### config.mk
export PLATFORM = sky130hd
export DESIGN_NAME = tdc_pair_sched
export DESIGN_NICKNAME = d
export VERILOG_FILES = /design/src/rtl/tdc_sched_pkg.sv /design/src/rtl/tdc_pair_sched_rr_arbiter.sv /design/src/rtl/tdc_pair_sched.sv
export SDC_FILE = /design/constraint.sdc
export NUM_CORES = 1
export LEC_CHECK = 0
export ABC_CLOCK_PERIOD_IN_PS = 3100
export CORE_MARGIN = 2
export CORE_UTILIZATION = 47
export CTS_CLUSTER_SIZE = 40
export DETAILED_ROUTE_END_ITERATION = 16
export GPL_ROUTABILITY_DRIVEN = 0
export GPL_TIMING_DRIVEN = 1
export HOLD_SLACK_MARGIN = 0.05
export PLACE_DENSITY = 0.88
export SLEW_MARGIN = 20
export SYNTH_ARGS = -nofsm -noshare
export SYNTH_HDL_FRONTEND = slang
export SYNTH_SLANG_ARGS = --single-unit
### constraint.sdc
create_clock -name clk -period 3.1 [get_ports clk]
set_input_delay 0.775 -clock clk [delete_from_list [all_inputs] [get_ports clk]]
set_output_delay 0.775 -clock clk [all_outputs]
set_load 0.02 [all_outputs]
### src/rtl/tdc_sched_pkg.sv
// Shared types and defaults for the TDC pair scheduler.
package tdc_sched_pkg;

    typedef enum logic [1:0] {
        IDLE   = 2'd0,
        WAIT_B = 2'd1,
        ISSUE  = 2'd2
    } state_t;

    localparam int DW_DEF     = 20;
    localparam int TO_CYC_DEF = 50000;
    localparam int CNT_W      = 16;

endpackage

### src/rtl/tdc_pair_sched_rr_arbiter.sv
// Combinational round-robin arbiter: first requester at or after ptr, cyclic.
module rr_arbiter #(
    parameter int N_CH = 4
) (
    input  logic [N_CH-1:0]         req,
    input  logic [$clog2(N_CH)-1:0] ptr,
    output logic [N_CH-1:0]         gnt,
    output logic [$clog2(N_CH)-1:0] gnt_idx,
    output logic                    any
);
    localparam int IW = $clog2(N_CH);

    logic [2*N_CH-1:0] dbl;
    logic              found;

    // Lower copy masked below ptr, upper copy unmasked: the lowest set bit of
    // the doubled vector is the cyclic winner.
    always_comb begin
        dbl = {req, req};
        for (int i = 0; i < N_CH; i++) begin
            if (i < int'(ptr)) dbl[i] = 1'b0;
        end
        found   = 1'b0;
        gnt_idx = '0;
        for (int j = 0; j < 2 * N_CH; j++) begin
            if (!found && dbl[j]) begin
                found   = 1'b1;
                gnt_idx = IW'(j % N_CH);
            end
        end
        gnt = found ? (N_CH'(1) << gnt_idx) : '0;
        any = |req;
    end

endmodule

### src/rtl/tdc_pair_sched.sv
// Shares one pair-difference datapath between N_CH TDC channels: grant locks
// to a channel from its first word until its second word or a timeout.
module tdc_pair_sched
    import tdc_sched_pkg::*;
#(
    parameter int N_CH   = 4,
    parameter int DW     = DW_DEF,
    parameter int TO_CYC = TO_CYC_DEF
) (
    input  logic                    clk,
    input  logic                    rst,
    input  logic [N_CH-1:0]         ch_req,
    input  logic [N_CH*DW-1:0]      ch_data,
    output logic [N_CH-1:0]         ch_ack,
    input  logic                    dp_busy,
    output logic                    dp_start,
    output logic [DW-1:0]           dp_a,
    output logic [DW-1:0]           dp_b,
    output logic [$clog2(N_CH)-1:0] dp_ch,
    output logic                    err_to,
    output logic [CNT_W-1:0]        pair_cnt,
    output logic [7:0]              to_cnt,
    output state_t                  dbg_state
);
    localparam int IW = $clog2(N_CH);
    localparam int TW = $clog2(TO_CYC);

    state_t           state_q, state_d;
    logic [IW-1:0]    rr_ptr_q, cur_q, nxt_ptr, arb_idx;
    logic [N_CH-1:0]  arb_gnt;
    logic             arb_any;
    logic [TW-1:0]    timer_q;
    logic [DW-1:0]    dp_a_q, dp_b_q, data_g, data_cur;
    logic [CNT_W-1:0] pair_cnt_q;
    logic [7:0]       to_cnt_q;
    logic             err_to_q;
    logic             xfer_a, xfer_b, timer_done, to_hit, issue;

    rr_arbiter #(.N_CH(N_CH)) u_arb (
        .req     (ch_req),
        .ptr     (rr_ptr_q),
        .gnt     (arb_gnt),
        .gnt_idx (arb_idx),
        .any     (arb_any)
    );

    assign data_g     = ch_data[int'(arb_idx)*DW +: DW];
    assign data_cur   = ch_data[int'(cur_q)*DW +: DW];
    assign nxt_ptr    = (cur_q == IW'(N_CH - 1)) ? '0 : cur_q + IW'(1);
    assign timer_done = (timer_q == TW'(TO_CYC - 1));
    assign xfer_a     = (state_q == IDLE) && arb_any;
    assign xfer_b     = (state_q == WAIT_B) && ch_req[cur_q];
    assign to_hit     = (state_q == WAIT_B) && !ch_req[cur_q] && timer_done;
    assign issue      = (state_q == ISSUE) && !dp_busy;

    always_ff @(posedge clk) begin
        if (rst) state_q <= IDLE;
        else     state_q <= state_d;
    end

    always_comb begin
        state_d = state_q;
        case (state_q)
            IDLE:    if (xfer_a) state_d = WAIT_B;
            WAIT_B:  if (xfer_b) state_d = ISSUE;
                     else if (to_hit) state_d = IDLE;
            ISSUE:   if (issue) state_d = IDLE;
            default: state_d = IDLE;
        endcase
    end

    always_comb begin
        ch_ack   = '0;
        dp_start = 1'b0;
        case (state_q)
            IDLE:    ch_ack = arb_gnt;
            WAIT_B:  ch_ack[cur_q] = ch_req[cur_q];
            ISSUE:   dp_start = !dp_busy;
            default: ;
        endcase
    end

    always_ff @(posedge clk) begin
        if (rst) begin
            rr_ptr_q   <= '0;
            cur_q      <= '0;
            timer_q    <= '0;
            dp_a_q     <= '0;
            dp_b_q     <= '0;
            pair_cnt_q <= '0;
            to_cnt_q   <= '0;
            err_to_q   <= 1'b0;
        end else begin
            err_to_q <= to_hit;
            if (xfer_a) begin
                dp_a_q  <= data_g;
                cur_q   <= arb_idx;
                timer_q <= '0;
            end
            if ((state_q == WAIT_B) && !xfer_b && !timer_done) timer_q <= timer_q + TW'(1);
            if (xfer_b) dp_b_q <= data_cur;
            // The channel just served drops to lowest priority either way.
            if (to_hit) begin
                rr_ptr_q <= nxt_ptr;
                if (to_cnt_q != 8'hFF) to_cnt_q <= to_cnt_q + 8'd1;
            end
            if (issue) begin
                rr_ptr_q   <= nxt_ptr;
                pair_cnt_q <= pair_cnt_q + CNT_W'(1);
            end
        end
    end

    assign dp_a      = dp_a_q;
    assign dp_b      = dp_b_q;
    assign dp_ch     = cur_q;
    assign err_to    = err_to_q;
    assign pair_cnt  = pair_cnt_q;
    assign to_cnt    = to_cnt_q;
    assign dbg_state = state_q;

endmodule
==> results.sh <==
export IMPL_grt_overflow=0
export IMPL_crit_chain="dlygate4sd2_1, mux2_4, mux2_4, and3b_2, a22o_1, buf_6"
export IMPL_core_sq_um=10300
export IMPL_synth_area_per_cell_sq_um=9.10
export IMPL_worstPathRequired_ns=2.32
export IMPL_ys_warn_count=0
export IMPL_die_area_sq_um=11500
export IMPL_crit_arrival_ns=2.30
export IMPL_power_total_uw=3060
export IMPL_yosysSeqAreaShare_pct=34.9
export IMPL_power_density_nw_per_um2=436
export IMPL_crit_type="input port to output port"
export IMPL_drt_total_wl_um=15500
export IMPL_yosys_register_bits=87
export IMPL_peakVddDrop_v=0.000333
export IMPL_syn_to_final_growth_pct=40.9
export IMPL_drt_iter0_markers=411
export IMPL_avgRoutedWirePerCell_um=18.3
export IMPL_clock_latency_ns=0.36
export IMPL_start_util_pct=48.3
export IMPL_r2r_slack_ns=0.91
export IMPL_pwr_share_comb_pct=29.5
export IMPL_netlist_area_sq_um=4990
export IMPL_cts_buffers=9
export IMPL_synth_edf_count=0
export IMPL_hold_end="dp_b[10]$_SDFFE_PP0P_"
export IMPL_tightest_slew_ns=0.742
export IMPL_r2r_start="timer_q[0]$_SDFFE_PP0P_"
export IMPL_viasPerCell=6.04
export IMPL_swShare_pct=30.8
export IMPL_p_switching_uw=943
export IMPL_layout_min_cycle_time_ns=3.07
export IMPL_grt_pass1_vias=5250
export IMPL_antenna_left=0
export IMPL_setup_viol=0
export IMPL_timing_final_crit_share_pct=99.2
export IMPL_clk_path_buf_depth=2
export IMPL_final_nets=799
export IMPL_vias=5113
export IMPL_synth_flop_cell="dfxtp_1"
export IMPL_fin_tns_setup_ns=0
export IMPL_fp_dieW_um=107
export IMPL_tritoncts="done"
export IMPL_reg2reg_depth=7
export IMPL_synth_cells=548
export IMPL_leakage_uw=0.00249
export IMPL_worstSetupStartpoint="ch_req[1]"
export IMPL_ioPinCount=161
export IMPL_timing_final_hold_violations=0
export IMPL_hpwl_um=11400
export IMPL_grt_pass1_wl_um=25100
export IMPL_grt_max_degree=46
export IMPL_drc=0
export IMPL_crit_path_max_incr_delay_ns=0.29
export IMPL_fin_util_pct=68.1
export IMPL_final_common_cell="clkdlybuf4s50_1"
export IMPL_r2r_end="timer_q[11]$_SDFFE_PP0P_"
export IMPL_internal_power_uw=2120
export IMPL_clkPwrFrac_pct=29.9
export IMPL_fmax_mhz=325
export IMPL_num_rows=37
export IMPL_path_clk_slew_ns=0.09
export IMPL_cp_common_cell="mux2_4"
export IMPL_hold_path_startpoint="dp_b[10]$_SDFFE_PP0P_"
export IMPL_drive_above_1_share_pct=13.0
export IMPL_whs_ns=0.458
export IMPL_diodes=0
export IMPL_grt_use_total_pct=27.5
export IMPL_seqPwrFrac_pct=40.6
export IMPL_cap_violations=0
export IMPL_outcome="complete, no violations"
export IMPL_syn_nets=642
export IMPL_worstSetupEndpointType="output port"
export IMPL_worst_clock_skew_ns=0.00909
export IMPL_slowest_stage="mux2_4"
export IMPL_root_buffer="clkbuf_8"
export IMPL_whs_path_depth=2
export IMPL_antenna_found_initial=0
export IMPL_numPortBuffers=160
export IMPL_hp_class="flop to flop"
export IMPL_clock_sinks=87
export IMPL_die_h_um=107
export IMPL_cp_max_fo=6
export IMPL_rsz0062_at_grt="false"
export IMPL_start_kind="input port"
export IMPL_mostFrequentLayoutCells="clkdlybuf4s50_1 (151), dfxtp_1 (87), nand2_1 (59), nor2_1 (40), a21oi_1 (34)"
export IMPL_ys_types=67
export IMPL_first_pass_iters=5
export IMPL_finalMaxSlewViolations=0
export IMPL_worst_slew_margin_rel_pct=50.1
export IMPL_cts_max_level=3
export IMPL_ys_async_sr_fraction_pct=0
-- area by class of cell --
cell class | instances | area (sq um)
clock buffer | 10 | 138
clock inverter | 6 | 91.3
fill | 745 | 3290
inverter | 6 | 22.5
multi-input combinational | 411 | 3040
sequential | 87 | 1740
tap | 136 | 170
timing repair buffer | 190 | 1830
-- how the worst max path moves through the flow --
stage | end | slack, ns | cells past startpoint
after floorplan | ch_ack[0] | 0.02 | 8
after global routing | ch_ack[3] | 0.0003 | 6
final | ch_ack[3] | 0.03 | 6
after detailed placement | ch_ack[3] | -0.58 | 6
after CTS | ch_ack[3] | 0.05 | 6
after global placement | ch_ack[0] | -0.54 | 7
-- synthesized netlist by cell type (3+ instances only) --
library cell,number,share of area (%)
xnor2_1,11,1.9
and3_1,5,0.63
dfxtp_1,87,35
and2_1,3,0.38
o311ai_0,3,0.53
ha_1,7,1.8
buf_1,3,0.23
buf_2,8,0.80
nor2b_1,3,0.38
inv_1,6,0.45
buf_6,3,0.68
nand3_1,21,2.1
mux2_2,4,0.90
nor3b_1,3,0.45
o21ai_0,7,0.70
nand4_1,11,1.4
mux2i_1,25,5.0
mux4_2,20,9.0
a21oi_1,34,3.4
or4_1,5,0.75
nand2_1,59,4.4
xor2_1,11,1.9
a221oi_1,20,3.5
nor2_1,40,3.0
nand3b_1,6,0.90
o22ai_1,20,2.5
o21bai_1,21,3.2
nand2b_1,21,2.6
nor3_1,7,0.70
clkbuf_1,29,2.2
-- kinds of logic (layout without fill, tap and decap cells) --
| logic type | after synthesis | after routing | synth area share, % |
|---|---|---|---|
| AOI/OAI and AO/OA | 123 | 123 | 17.1 |
| buffers and inverters | 50 | 212 | 4.49 |
| DFF | 87 | 87 | 34.9 |
| muxes | 51 | 51 | 15.4 |
| xor gates and xnor gates | 22 | 22 | 3.86 |
| adders and majority gates | 7 | 7 | 1.76 |
| and+or+nand+nor | 208 | 208 | 22.4 |
-- sequential cells by signal, summed over array words and instances (netlist names) --
name,flops
dbg_state,2
timer_q,16
err_to,1
pair_cnt,16
to_cnt,8
rr_ptr_q,2
dp_b,20
dp_a,20
dp_ch,2
-- stage by stage --
step           cells  setup slack [ns]  cell area [sq um]
6_report         846            0.0259               7030
5_1_grt          846          0.000317               7030
4_1_cts          846            0.0454               7020
3_5_place_dp     829            -0.583               6800
3_3_place_gp     829            -0.536               6800
2_1_floorplan    548            0.0206               4990
-- repair_timing --
item                                   CTS  global route
setup buffers                            1             0
hold buffers                             0             0
setup endpoints to repair                4             2
endpoints found under the hold margin    0             0
resized for setup                       26             6
pin swaps                                1             1
-- power groups by stage --
stage | Sequential (uW) | Clock (uW) | Combinational, uW
CTS | 1240 | 923 | 896
floorplan | 1350 | 0 | 384
detailed placement | 1270 | 0 | 892
finish | 1240 | 917 | 903
global route | 1250 | 975 | 960
global placement | 1260 | 0 | 870
-- worst max-delay path, delay by kind of cell --
family | cells | cell delay (ns)
and+or+nand+nor | 1 | 0.25
muxes | 2 | 0.57
AOI/OAI and AO/OA | 1 | 0.29
buffers and inverters | 2 | 0.42
-- layer usage --
layer | GRT usage [%] | vias up | part of all wire (%) | wire length (um)
met5 | 0 | - | 0 | 0
met4 | 12.2 | 0 | 3.5 | 539
met3 | 6.81 | 56 | 8.6 | 1330
met2 | 47.8 | 281 | 50 | 7720
met1 | 31.8 | 2433 | 38 | 5920
li1 | - | 2343 | - | -
Note: power is estimated with default switching activity, not from simulation.
